## src/rtl/opb_master.sv

```systemverilog
// OPB bus master: turns one upstream command into a single-cycle OPB strobe,
// waits the region-dependent read latency and returns one response upstream.
module opb_master #(
  parameter logic [31:0] SLOW_BASE = 32'h0000_0800,
  parameter logic [31:0] SLOW_SIZE = 32'h0000_0100
) (
  input  logic        OPB_CLK,
  input  logic        OPB_RST,
  input  logic        CMD_VALID,
  output logic        CMD_READY,
  input  logic        CMD_WR,
  input  logic [31:0] CMD_ADDR,
  input  logic [31:0] CMD_WDATA,
  output logic        RSP_VALID,
  input  logic        RSP_READY,
  output logic        RSP_WR,
  output logic [31:0] RSP_RDATA,
  output logic        OPB_RE,
  output logic        OPB_WE,
  output logic [31:0] OPB_ADDR,
  output logic [31:0] OPB_DI,
  input  logic [31:0] OPB_DO,
  output logic [15:0] TXN_CNT
);

  typedef enum logic [2:0] {IDLE, STROBE, WAIT1, WAIT2, RESP} state_t;

  state_t      state_q, state_d;
  logic        re_q, re_d, we_q, we_d;
  logic        wr_q, wr_d, rsp_wr_q, rsp_wr_d;
  logic [31:0] addr_q, addr_d, di_q, di_d, rdata_q, rdata_d;
  logic [15:0] cnt_q, cnt_d;

  // 33-bit compare so a slow region ending at the top of the map cannot wrap
  logic [32:0] addr_ext, slow_lo, slow_hi;
  logic        slow;

  assign addr_ext = {1'b0, addr_q};
  assign slow_lo  = {1'b0, SLOW_BASE};
  assign slow_hi  = slow_lo + {1'b0, SLOW_SIZE};
  assign slow     = (addr_ext >= slow_lo) && (addr_ext < slow_hi);

  always_comb begin
    state_d  = state_q;
    re_d     = 1'b0;
    we_d     = 1'b0;
    wr_d     = wr_q;
    rsp_wr_d = rsp_wr_q;
    addr_d   = addr_q;
    di_d     = di_q;
    rdata_d  = rdata_q;
    cnt_d    = cnt_q;
    case (state_q)
      IDLE: begin
        if (CMD_VALID) begin
          addr_d  = CMD_ADDR;
          di_d    = CMD_WDATA;
          wr_d    = CMD_WR;
          re_d    = ~CMD_WR;
          we_d    = CMD_WR;
          state_d = STROBE;
        end
      end
      STROBE: begin
        if (wr_q) begin
          rsp_wr_d = 1'b1;
          rdata_d  = 32'h0;
          state_d  = RESP;
        end else begin
          state_d = WAIT1;
        end
      end
      WAIT1: begin
        if (slow) begin
          state_d = WAIT2;
        end else begin
          rsp_wr_d = 1'b0;
          rdata_d  = OPB_DO;
          state_d  = RESP;
        end
      end
      WAIT2: begin
        rsp_wr_d = 1'b0;
        rdata_d  = OPB_DO;
        state_d  = RESP;
      end
      RESP: begin
        if (RSP_READY) begin
          cnt_d   = cnt_q + 16'd1;
          state_d = IDLE;
        end
      end
      default: state_d = IDLE;
    endcase
  end

  always_ff @(posedge OPB_CLK or posedge OPB_RST) begin
    if (OPB_RST) begin
      state_q  <= IDLE;
      re_q     <= 1'b0;
      we_q     <= 1'b0;
      wr_q     <= 1'b0;
      rsp_wr_q <= 1'b0;
      addr_q   <= 32'h0;
      di_q     <= 32'h0;
      rdata_q  <= 32'h0;
      cnt_q    <= 16'h0;
    end else begin
      state_q  <= state_d;
      re_q     <= re_d;
      we_q     <= we_d;
      wr_q     <= wr_d;
      rsp_wr_q <= rsp_wr_d;
      addr_q   <= addr_d;
      di_q     <= di_d;
      rdata_q  <= rdata_d;
      cnt_q    <= cnt_d;
    end
  end

  assign CMD_READY = (state_q == IDLE);
  assign RSP_VALID = (state_q == RESP);
  assign RSP_WR    = rsp_wr_q;
  assign RSP_RDATA = rdata_q;
  assign OPB_RE    = re_q;
  assign OPB_WE    = we_q;
  assign OPB_ADDR  = addr_q;
  assign OPB_DI    = di_q;
  assign TXN_CNT   = cnt_q;

endmodule

```

## config.mk

```make
export PLATFORM = sky130hd
export DESIGN_NAME = opb_master
export DESIGN_NICKNAME = d
export VERILOG_FILES = /design/src/rtl/opb_master.sv
export SDC_FILE = /design/constraint.sdc
export NUM_CORES = 1
export LEC_CHECK = 0
export ABC_CLOCK_PERIOD_IN_PS = 8100
export BUFFER_PORTS_ARGS = -buffer_cell sky130_fd_sc_hd__buf_2
export CORE_MARGIN = 10
export CORE_UTILIZATION = 52
export CTS_CLUSTER_DIAMETER = 150
export DETAILED_ROUTE_END_ITERATION = 10
export PLACE_DENSITY = 0.83
export SLEW_MARGIN = 25
export SYNTH_ARGS = -nofsm -noshare
export SYNTH_HDL_FRONTEND = slang
export SYNTH_SLANG_ARGS = --single-unit
```

## constraint.sdc

```tcl
create_clock -name OPB_CLK -period 8.1 [get_ports OPB_CLK]
set_input_delay 0.405 -clock OPB_CLK [delete_from_list [all_inputs] [get_ports OPB_CLK]]
set_output_delay 0.405 -clock OPB_CLK [all_outputs]
set_load 0.03 [all_outputs]
```

# Yosys cells after proc, flatten, opt, wreduce, memory -nomap -nowiden
# Cells that the tools add are included.
[totals] regBits=119 elab_cells=43
[classes] add_sub_neg=1 n_lt_le_gt_ge=2 eq_ne=8 n_mux=15 bitwise=1 reduce_logical=7
[op_table] operator="$pmux W32 S3" n=1
[op_table] operator="$mux W32" n=2
[op_table] operator="$ge A32 B12 Y1 const B" n=1
[op_table] operator="$lt A32 B12 Y1 const B" n=1
[op_table] operator="$add A16 B1 Y16 const B" n=1
[op_table] operator="$pmux W3 S5" n=1
[op_table] operator="$mux W3" n=4
[op_table] operator="$eq A3 B2 Y1 const B" n=2
[op_table] operator="$mux W1" n=6
[op_table] operator="$ne A2 B2 Y1 const B" n=3
[op_table] operator="$reduce_and A2 Y1" n=3
[op_table] operator="$eq A3 B1 Y1 const B" n=1
[op_table] operator="$eq A3 B3 Y1 const B" n=1
[op_table] operator="$logic_not A3 Y1" n=1
[op_table] operator="$pmux W1 S3" n=1
[op_table] operator="$reduce_and A3 Y1" n=1
[op_table] operator="$reduce_bool A3 Y1" n=1
[op_table] operator="$ne A2 B1 Y1 const B" n=1
[op_table] operator="$logic_and A1 B1 Y1" n=1
[op_table] operator="$not A1 Y1" n=1

# Depth between registers and ports, before layout
# Gate-level depths: netlist of the first run.
[depth] ltp_word=4 ltp_mapped=6

# Worst setup path after synthesis of the first run
# OpenSTA, ideal clock, no wires.
[synth_timing] path_type="reg-to-reg" start="register state_q[0]" end="register addr_q[14] (netlist: OPB_ADDR[14])" setup_time_ns=0.117 arrival_ns=2.019 required_time_ns=7.983 setup_slack_ns=5.964 path_stages_with_launch=7 path_buffers=2 period_less_slack_ns=2.136 cell_sequence="dfrtp_1 nor3_1 nand2_1 clkbuf_1 clkbuf_1 nand2_1 nand2_1"
[synth_between] elab_chain_len=2
[synth_rtl] element="from (decl)" line="28" text="state_t state_q, state_d;"
[synth_rtl] element="from (signal assigned)" line="109" text="state_q <= state_d;"
[synth_rtl] element="$logic_not A3 Y1"
[synth_rtl] element="via CMD_READY" line="10" text="output logic CMD_READY,"
[synth_rtl] element="$reduce_and A2 Y1 (no source line)"
[synth_rtl] element="to (signal assigned)" line="114" text="addr_q <= addr_d;"
[synth_rtl] element="to (decl)" line="31" text="logic [31:0] addr_q, addr_d, di_q, di_d, rdata_q, rdata_d;"
# The timed path passes the listed nets, and every way through them passes these cells.
# A chain may end at the register's enable or synchronous reset.

# Worst setup path after layout of the first run
[layout_timing] start="register addr_q[8] (netlist: OPB_ADDR[8])" end="register state_q[2]"
[layout_between] elab_chain_len=4 elab_cells_between_ends=5
[layout_rtl] element="$ge A32 B12 Y1 or $lt A32 B12 Y1 (tied branches)" line="41" text="assign slow = (addr_ext >= slow_lo) && (addr_ext < slow_hi);"
[layout_rtl] element="$logic_and A1 B1 Y1 (*)" line="41"
[layout_rtl] element="$mux W3 (*)" line="74" text="if (slow) begin"
[layout_rtl] element="$pmux W3 S5 (*)" line="53" text="case (state_q)"
# Every way passes the cells marked *; elsewhere a longest branch is shown, timed or not.

==> qor.yml, run 1 <==
logic_synthesis:
  synth.top_cells.by_area: "dfrtp_1 57%, nand2_1 17%, o211ai_2 6.5%"
  synth_area_leader_cell: "dfrtp_1"
  synth.avg_cell_area_sq_um: 9.55
  async_reset_ff_share_pct: 100
  yosysSeqAreaShare_pct: 57.4
  synth-main-ff-cell: "dfrtp_1"
  synth_commonest_cells: "230 x nand2_1, 119 x dfrtp_1, 37 x o211ai_1"
  syn_area_sq_um: 5190
  ys_ff_latch: 119
  yosys_warnings: 0
  synthCells: 543
  yosysTopAreaCellShare_pct: 57.4
  ys_types: 35
  synth_nets: 645
  synth-edff-count: 0
  synth_most_common_cell: "nand2_1"
clock_network:
  clock_latency_ns: 0.50
  htree_levels: 4
  cts_root_buf: "clkbuf_8"
  tritoncts: "done"
  clk_pin_slew_ns: 0.05
  cts_buffers: 17
  clk_path_buf_depth: 2
  cts_sinks: 119
  post-cts-setup-buffers: 0
finish:
  drive_gt1_share_pct: 37.4
  fill_cells: 779
  fin_cells: 896
  final_core_util_pct: 71.2
  fin_area_sq_um: 6930
  num-nets-final: 852
  syn_to_final_growth_pct: 33.6
global_route:
  use_met3_pct: 10.0
  grt_pass1_vias: 4931
  antenna_found_initial: 0
  use_met2_pct: 35.6
  grt_usage_pct: 21.2
  met1_usage_pct: 23.2
  busiest_layer: "met2"
  grt_pass1_wl_mm: 24.5
  grt_max_degree: 81
  grt_remaining_overflow: 0
sta:
  slew_violations: 0
  tns_ns: 0
  finalCritPeriodShare_pct: 29.0
  max_freq_ghz: 0.425
  worst_clock_skew_ns: 0.00913
  tightest_slew_ns: 1.04
  hold_viol: 0
  fin_ws_ns: 5.75
  fin_crit_ns: 2.35
  rsz0062_at_grt: "no"
  slew_headroom_pct: 30.9
  finalSetupViolations: 0
  fin_hold_ws_ns: 0.0630
floorplan:
  die_h_um: 120
  ios: 218
  core-area_sq_um: 9730
  start_util_pct: 53.3
  num_rows: 36
  die-area_sq_um: 14400
  die_w_um: 120
pwr:
  power.leakage_nw: 3.81
  power_density_nw_per_um2: 441
  total_power_mw: 3.05
  ir_worst_vdd_uv: 266
routing:
  drt_first_pass_iters: 7
  drt-wirelength-per-cell_um: 16.9
  routed_wl_mm: 15.1
  drt-vias-per-instance: 5.08
  route.vias.total: 4555
  drc_errors: 0
  drtAntennaViolNets: 0
  first_iter_violations: 387
place:
  post-place-ws_ns: 5.73
  dp_hpwl_mm: 10.9
  placed_area_sq_um: 6320
  dpl.cell_count: 863
  gp_congestion: 0.794
  numPortBuffers: 217
worst_hold_path:
  hp-class: "in -> reg"
setup_path:
  arrival_ns: 2.73
  crit_chain: "nor4_1 > nand4_1 > buf_4 > or2_2 > a22o_1"
  crit_buf_inv: 1
  startpoint_type: "flip-flop"
  worstSetupPathType: "reg -> reg"
  critPathCaptureType: "flip-flop"
  cp_slowest_cell: "or2_2"
  cp_data_required_time_ns: 8.48
  cpLargestDelayFamily: "simple AND/OR/NAND/NOR gates"
  crit_fanout: 36
  worst_path_largest_cell_delay_ns: 0.70
status:
  status: "complete, no violations"
flow_run:
  drv_cap: 0
-- layout by cell type, fill, tap and decap left out, drive strengths merged, types with 2 or more instances in the layout --
cell type and n:
inv 35, and4 3, and3 2, dfrtp 119, clkinv 4, nor2 6
nor4b 2, buf 220, nor4 5, nand2 230, nand3 7, xnor2 12
or2 2, nor3 2, o211ai 64, clkbuf 23, nand4 6, bufinv 3
a21oi 2, xor2 3
-- cell families (layout without fill, tap and decap cells) --
group | after synthesis | after routing | share of synthesized area (%)
xor gates and xnor gates | 15 | 15 | 2.53
muxes | 1 | 1 | 0.217
DFF | 119 | 119 | 57.4
other | 0 | 1 | 0
adders and majority gates | 1 | 1 | 0.241
and+or+nand+nor | 269 | 269 | 21.4
buffers and inverters | 68 | 287 | 5.57
AOI/OAI and AO/OA | 70 | 70 | 12.7
-- path summary, 6_finish.rpt --
kind	cells after the start	startpoint	end	slack, ns
min reg2reg	1	TXN_CNT[15]$_DFFE_PP0P_	TXN_CNT[15]$_DFFE_PP0P_	0.47
max	5	OPB_ADDR[8]$_DFFE_PP0P_	state_q[2]$_DFFE_PP0P_	5.75
max in group asynchronous	4	OPB_RST	RSP_RDATA[19]$_DFFE_PP0P_	6.55
min in group asynchronous	3	OPB_RST	TXN_CNT[6]$_DFFE_PP0P_	0.50
max reg2reg	5	OPB_ADDR[8]$_DFFE_PP0P_	state_q[2]$_DFFE_PP0P_	5.75
min	2	CMD_WR	OPB_RE$_DFF_PP0_	0.06
-- sequential cells by signal, summed over array words and instances, names as in the netlist --
signal,flops
OPB_RE,1
OPB_WE,1
OPB_DI,32
TXN_CNT,16
OPB_ADDR,32
RSP_RDATA,32
state_q,3
wr_q,1
RSP_WR,1
-- layer usage --
layer	share of wire, %	up-vias	wire [um]
met5	0	-	0
met4	1.3	0	189
met3	10	12	1530
met2	50	181	7620
met1	38	2175	5780
li1	-	2187	-
-- area by class of cell --
| type | instances | area [sq um] | area share, % |
|---|---|---|---|
| flip-flops and latches | 119 | 2980 | 43.0 |
| multi-input cells | 356 | 1940 | 28.0 |
| repair buffers | 221 | 1120 | 16.2 |
| clock buffers | 23 | 467 | 6.74 |
| well taps | 133 | 166 | 2.40 |
| inverters | 35 | 134 | 1.93 |
| clock inverters | 8 | 121 | 1.75 |
| diodes | 1 | 2.50 | 0.0361 |
-- repair_timing --
item / in CTS / in global routing
resized for setup: 0 / 0
endpoints found under the hold margin: 39 / 0
hold buffers: 1 / 0
-- where the power goes --
part | internal (mW) | switching (mW) | total (mW)
logic | 0.365 | 0.934 | 1.30
clock network | 0.490 | 0.250 | 0.740
registers | 0.837 | 0.176 | 1.01
No activity file was read; power rests on OpenSTA's default activity.
==> run 2: changes to the inputs <==
--- a/config.mk
+++ b/config.mk
@@ -5,13 +5,13 @@
 export SDC_FILE = /design/constraint.sdc
 export NUM_CORES = 1
 export LEC_CHECK = 0
-export ABC_CLOCK_PERIOD_IN_PS = 8100
+export ABC_CLOCK_PERIOD_IN_PS = 2000
 export BUFFER_PORTS_ARGS = -buffer_cell sky130_fd_sc_hd__buf_2
 export CORE_MARGIN = 10
-export CORE_UTILIZATION = 52
+export CORE_UTILIZATION = 43
 export CTS_CLUSTER_DIAMETER = 150
 export DETAILED_ROUTE_END_ITERATION = 10
-export PLACE_DENSITY = 0.83
+export PLACE_DENSITY = 0.73
 export SLEW_MARGIN = 25
 export SYNTH_ARGS = -nofsm -noshare
 export SYNTH_HDL_FRONTEND = slang
==> constraint.sdc (replaced) <==
create_clock -name OPB_CLK -period 2 [get_ports OPB_CLK]
set_input_delay 0.1 -clock OPB_CLK [delete_from_list [all_inputs] [get_ports OPB_CLK]]
set_output_delay 0.1 -clock OPB_CLK [all_outputs]
set_load 0.03 [all_outputs]
==> run 2 against run 1 <==
  * Sequential cell count stayed put
  * Wire length is 15% higher
  * Power grew to 4.3 times the previous value
  * Register-to-register slack worse by 5.6 ns
  * Critical endpoint is now RSP_RDATA[28]$_DFFE_PP0P_
==> qor.yml, run 2 (synthesized netlist as in run 1, its figures left out) <==
status:
  status: "complete, no violations"
pwr:
  power.leakage_nw: 4.29  # +12%
  power_density_nw_per_um2: 1610  # +260%
  ir_worst_vdd_uv: 1080  # +310%
clock_network:
  post-cts-setup-buffers: 0  # unchanged
  cts_sinks: 119  # unchanged
  clk_path_buf_depth: 2  # unchanged
  htree_levels: 4  # unchanged
  clk_pin_slew_ns: 0.06  # about the same
  cts_root_buf: "clkbuf_16"
  tritoncts: "done"
  cts_buffers: 17  # unchanged
  clock_latency_ns: 0.41  # -0.09 ns
setup_path:
  cp_data_required_time_ns: 2.33  # -6.15 ns
  endpoint: "RSP_RDATA[28]$_DFFE_PP0P_"
  startpoint_type: "flip-flop"
  critPathCaptureType: "flip-flop"
  arrival_ns: 2.13  # -0.60 ns
  reg2reg_from: "OPB_ADDR[21]$_DFFE_PP0P_"
  worstSetupPathType: "reg -> reg"
  reg2reg_to: "RSP_RDATA[28]$_DFFE_PP0P_"
  crit_start: "OPB_ADDR[21]$_DFFE_PP0P_"
  r2r_setup_slack_ns: 0.20  # -5.55 ns
  r2r_cells: 5  # unchanged
  crit_fanout: 33  # -8.3%
routing:
  routed_wl_mm: 17.4  # +15%
  drt-vias-per-instance: 5.06  # -0.47%
  drt_first_pass_iters: 4  # -3
  first_iter_violations: 304  # -21%
  drt-wirelength-per-cell_um: 17.2  # +1.7%
  route.vias.total: 5141  # +13%
  drtAntennaViolNets: 0  # unchanged
  drc_errors: 0  # unchanged
finish:
  syn_to_final_growth_pct: 55.7
  mostFrequentLayoutCell: "nand2_1"
  multi_input_area_sq_um: 1940  # +0.32%
  fill_cells: 912  # +17%
  layout_common_cells: "229 x nand2_1, 217 x buf_2, 119 x dfrtp_1"
  num-nets-final: 958  # +12%
  diodes: 0  # -1
  regArea_sq_um: 2980  # unchanged
  drive_gt1_share_pct: 34.1  # -3.3 points
global_route:
  grt_max_degree: 74  # -8.6%
  grt_remaining_overflow: 0  # unchanged
  antenna_found_initial: 0  # unchanged
  grt_usage_pct: 21.1  # -0.16 points
  grt_pass1_vias: 5527  # +12%
  grt_pass1_wl_mm: 27.8  # +13%
place:
  post-place-ws_ns: 0.122  # -5.61 ns
  dp_hpwl_mm: 11.3  # +2.9%
  numPortBuffers: 217  # unchanged
  gp_congestion: 0.770  # -3.0%
sta:
  fin_ws_ns: 0.198  # -5.55 ns
  slew_violations: 0  # unchanged
  max_freq_ghz: 0.555  # +30%
  tightest_slew_ns: 0.617  # -0.419 ns
  hold_viol: 0  # unchanged
  worst_clock_skew_ns: 0.00682  # -0.00231 ns
  fin_crit_ns: 1.80  # -0.549 ns
  finalSetupViolations: 0  # unchanged
  finalCritPeriodShare_pct: 90.1  # +61 points
  tns_ns: 0  # unchanged
  rsz0062_at_grt: "no"
  slew_headroom_pct: 58.8  # +28 points
floorplan:
  core-area_sq_um: 11900  # +22%
  die-area_sq_um: 16900  # +17%
  start_util_pct: 43.5  # -9.8 points
  die_h_um: 130  # +8.3%
  die_w_um: 130  # +8.3%
  num_rows: 40  # +11%
  ios: 218  # unchanged
flow_run:
  drv_cap: 0  # unchanged
worst_hold_path:
  hp-class: "in -> async"
==> run 2: worst max-delay path, stage by stage, from the launching register on <==
cell and delay [ns]:
dfrtp_1 0.40, nor4_1 0.38, nand3_1 0.18, or2_2 0.36, buf_12 0.20, o211ai_1 0.18
==> run 2: worst min-delay path by stage <==
stage | endpoint | slack [ns] | from | cells after the start
3_5_place_dp | OPB_ADDR[31]$_DFFE_PP0P_ | 0.26 | OPB_RST | 3
6_report | OPB_DI[31]$_DFFE_PP0P_ | 0.34 | OPB_RST | 4
4_1_cts | OPB_ADDR[31]$_DFFE_PP0P_ | 0.36 | OPB_RST | 4
5_1_grt | OPB_ADDR[31]$_DFFE_PP0P_ | 0.38 | OPB_RST | 4
3_3_place_gp | OPB_ADDR[31]$_DFFE_PP0P_ | 0.25 | OPB_RST | 3
2_1_floorplan | OPB_RE$_DFF_PP0_ | 0.17 | CMD_WR | 1
==> run 2: cell type report <==
cell class              instances  area share [%]
well taps                     147            2.28
repair buffers                327            27.2
multi-input cells             356            24.1
clock inverters                 8            1.77
clock buffers                  24            6.09
inverters                      35            1.67
flip-flops and latches        119            36.9
==> run 2: timing repair <==
action,in CTS,in global routing
gates resized for setup,0,2
hold buffers,100,0
endpoints found under the hold margin,218,0
endpoints found under the setup margin,0,4
==> run 2: per-layer routing <==
layer  up-vias  part of all wire, %  track usage, %
met5         -                    0               0
li1       2403                    -               -
met3        50                  9.3            8.68
met1      2474                   37            22.5
met4         0                  3.4            9.99
met2       214                   50            35.7
==> run 2: stage by stage <==
stage                     util [%]  hold WS (ns)  std cells  instance area, sq um  total power [mW]
after floorplan                  -         0.166        543                  5190              7.73
after global placement        53.9         0.250        884                  6430              9.36
after detailed placement      53.9         0.261        884                  6430              9.55
after CTS                     67.7         0.364       1016                  8060              13.0
after global routing          67.8         0.383       1016                  8070              13.7
final                         67.8         0.343       1016                  8070              13.0
==> run 2: where the power goes <==
part | internal, mW | switching, mW | total (mW)
registers | 3.39 | 0.754 | 4.14
logic | 1.67 | 3.89 | 5.57
clock network | 2.21 | 1.06 | 3.27
==> run 3: changes to the inputs <==
--- a/config.mk
+++ b/config.mk
@@ -5,13 +5,13 @@
 export SDC_FILE = /design/constraint.sdc
 export NUM_CORES = 1
 export LEC_CHECK = 0
-export ABC_CLOCK_PERIOD_IN_PS = 2000
+export ABC_CLOCK_PERIOD_IN_PS = 2180
 export BUFFER_PORTS_ARGS = -buffer_cell sky130_fd_sc_hd__buf_2
 export CORE_MARGIN = 10
-export CORE_UTILIZATION = 43
+export CORE_UTILIZATION = 52
 export CTS_CLUSTER_DIAMETER = 150
 export DETAILED_ROUTE_END_ITERATION = 10
-export PLACE_DENSITY = 0.73
+export PLACE_DENSITY = 0.83
 export SLEW_MARGIN = 25
 export SYNTH_ARGS = -nofsm -noshare
 export SYNTH_HDL_FRONTEND = slang
==> constraint.sdc (replaced) <==
create_clock -name OPB_CLK -period 2.18 [get_ports OPB_CLK]
set_input_delay 0.109 -clock OPB_CLK [delete_from_list [all_inputs] [get_ports OPB_CLK]]
set_output_delay 0.109 -clock OPB_CLK [all_outputs]
set_load 0.03 [all_outputs]
==> run 3 against run 2 <==
  * Clock power fell by 15%
  * Via count rose by 4.8%
  * Sequential share of layout area rose by 0.31 points
  * Critical path type unchanged
==> qor.yml, run 3 (synthesized netlist as in run 1, its figures left out) <==
floorplan:
  num_rows: 36  # -10%
  start_util_pct: 53.3  # +9.8 points
  die-area_sq_um: 14400  # -15%
  core-area_sq_um: 9730  # -18%
  ios: 218  # unchanged
  die_w_um: 120  # -7.7%
  die_h_um: 120  # -7.7%
setup_path:
  startpoint_type: "flip-flop"
  worst_path_largest_cell_delay_ns: 0.47  # +0.07 ns
  cp_data_required_time_ns: 2.61  # +0.28 ns
  reg2reg_from: "state_q[0]$_DFFE_PP0P_"
  r2r_cells: 5  # unchanged
  cp_slowest_cell: "dfrtp_1"
  reg2reg_to: "RSP_RDATA[27]$_DFFE_PP0P_"
  r2r_setup_slack_ns: 0.32  # +0.12 ns
  worstSetupPathType: "reg -> reg"
  crit_fanout: 33  # unchanged
  crit_chain: "nor4_1 > nand3_1 > or2_2 > buf_12 > o211ai_1"
  critPathCaptureType: "flip-flop"
  arrival_ns: 2.29  # +0.16 ns
sta:
  fin_crit_ns: 1.86  # +0.0570 ns
  slew_headroom_pct: 46.5  # -12 points
  max_freq_ghz: 0.538  # -3.1%
  finalCritPeriodShare_pct: 85.3  # -4.8 points
  fin_ws_ns: 0.321  # +0.123 ns
  tightest_slew_ns: 0.800  # +0.183 ns
  slew_violations: 0  # unchanged
  hold_viol: 0  # unchanged
  finalSetupViolations: 0  # unchanged
  tns_ns: 0  # unchanged
  worst_clock_skew_ns: 0.0130  # +0.00615 ns
  fin_hold_ws_ns: 0.294  # -0.0485 ns
  rsz0062_at_grt: "no"
global_route:
  grt_pass1_vias: 5913  # +7.0%
  grt_pass1_wl_mm: 31.2  # +12%
  grt_usage_pct: 27.2  # +6.1 points
  grt_max_degree: 50  # -32%
  antenna_found_initial: 3  # +3
  grt_remaining_overflow: 0  # unchanged
status:
  status: "complete, no violations"
finish:
  layout_common_cells: "229 x nand2_1, 217 x buf_2, 119 x dfrtp_1"
  num-nets-final: 957  # -0.10%
  final_core_util_pct: 82.3  # +15 points
  drive_gt1_share_pct: 33.6  # -0.50 points
  syn_to_final_growth_pct: 54.4
  mostFrequentLayoutCell: "nand2_1"
  fill_cells: 547  # -40%
  fin_area_sq_um: 8010  # -0.82%
place:
  numPortBuffers: 217  # unchanged
  placed_area_sq_um: 6420  # about the same
  dp_hpwl_mm: 11.4  # +1.1%
  gp_congestion: 0.796  # +3.4%
  post-place-ws_ns: 0.322  # +0.200 ns
pwr:
  pwr-share-comb_pct: 44.2  # +1.3 points
  power.leakage_nw: 4.26  # -0.63%
  switching_share_pct: 45.6  # +1.7 points
  power_density_nw_per_um2: 1480  # -8.0%
  p_seq_share_pct: 32.5  # +0.6 points
  p_int_mw: 6.44  # -11%
  clock_power_share_pct: 23.4  # -1.8 points
  ir_worst_vdd_uv: 959  # -11%
  p_sw_mw: 5.41  # -5.3%
clock_network:
  clk_pin_slew_ns: 0.06  # about the same
  cts_root_buf: "clkbuf_8"
  clock_latency_ns: 0.52  # +0.11 ns
  tritoncts: "done"
  clk_path_buf_depth: 2  # unchanged
  htree_levels: 4  # unchanged
  post-cts-setup-buffers: 0  # unchanged
  cts_sinks: 119  # unchanged
  cts_buffers: 17  # unchanged
flow_run:
  drv_cap: 0  # unchanged
routing:
  first_iter_violations: 701  # +130%
  drt_first_pass_iters: 7  # +3
  drc_errors: 0  # unchanged
  drt-vias-per-instance: 5.37  # +6.1%
  route.vias.total: 5386  # +4.8%
  routed_wl_mm: 19.6  # +12%
  drt-wirelength-per-cell_um: 19.5  # +14%
  drtAntennaViolNets: 0  # unchanged
worst_hold_path:
  hp-class: "in -> async"
## run 3: critical path, delay by kind of cell (launching register included)
kind,cells,cell delay [ns]
simple gates,3,0.87
flops,1,0.47
compound gates,1,0.22
buf+inv,1,0.20
## run 3: how the worst max path moves through the flow
| stage | start | endpoint | cells after the start |
|---|---|---|---|
| after global placement | OPB_ADDR[12]$_DFFE_PP0P_ | RSP_RDATA[30]$_DFFE_PP0P_ | 5 |
| after CTS | OPB_ADDR[12]$_DFFE_PP0P_ | RSP_RDATA[27]$_DFFE_PP0P_ | 5 |
| after global routing | state_q[0]$_DFFE_PP0P_ | RSP_RDATA[27]$_DFFE_PP0P_ | 5 |
| after floorplan | state_q[0]$_DFFE_PP0P_ | OPB_ADDR[14]$_DFFE_PP0P_ | 6 |
| after detailed placement | OPB_ADDR[12]$_DFFE_PP0P_ | RSP_RDATA[27]$_DFFE_PP0P_ | 5 |
| final | state_q[0]$_DFFE_PP0P_ | RSP_RDATA[27]$_DFFE_PP0P_ | 5 |
## run 3: power groups by stage
stage / logic [mW] / registers [mW] / clock network (mW)
6_report: 5.23 / 3.85 / 2.77
3_5_place_dp: 4.97 / 3.78 / 0
3_3_place_gp: 4.84 / 3.71 / 0
2_1_floorplan: 1.69 / 5.39 / 0
5_1_grt: 5.62 / 3.94 / 2.89
4_1_cts: 5.14 / 3.76 / 2.76
## run 3: what timing repair did
action,CTS,global route
hold buffers,100,0
gates resized for setup,0,0
endpoints found under the hold margin,132,0
## run 3: through the flow
step / instances / total power [mW]
final: 1003 / 11.8
after global routing: 1003 / 12.5
after floorplan: 543 / 7.08
after global placement: 869 / 8.54
after CTS: 1000 / 11.7
after detailed placement: 869 / 8.75
## run 3: area by class of cell
cell class | count | area (sq um) | share of cell area (%)
flip-flops and latches | 119 | 2980 | 37.2
clock inverters | 9 | 125 | 1.56
multi-input cells | 356 | 1930 | 24.0
well taps | 133 | 166 | 2.08
inverters | 35 | 135 | 1.69
diodes | 3 | 7.51 | 0.0938
clock buffers | 22 | 453 | 5.66
repair buffers | 326 | 2220 | 27.7
## run 3: per-layer routing
layer / track usage, % / vias up / part of all wire, %
li1: - / 2410 / -
met1: 29.1 / 2602 / 37
met2: 46.9 / 303 / 51
met3: 9.38 / 71 / 8.8
met4: 13.7 / 0 / 3.9
met5: 0 / - / 0
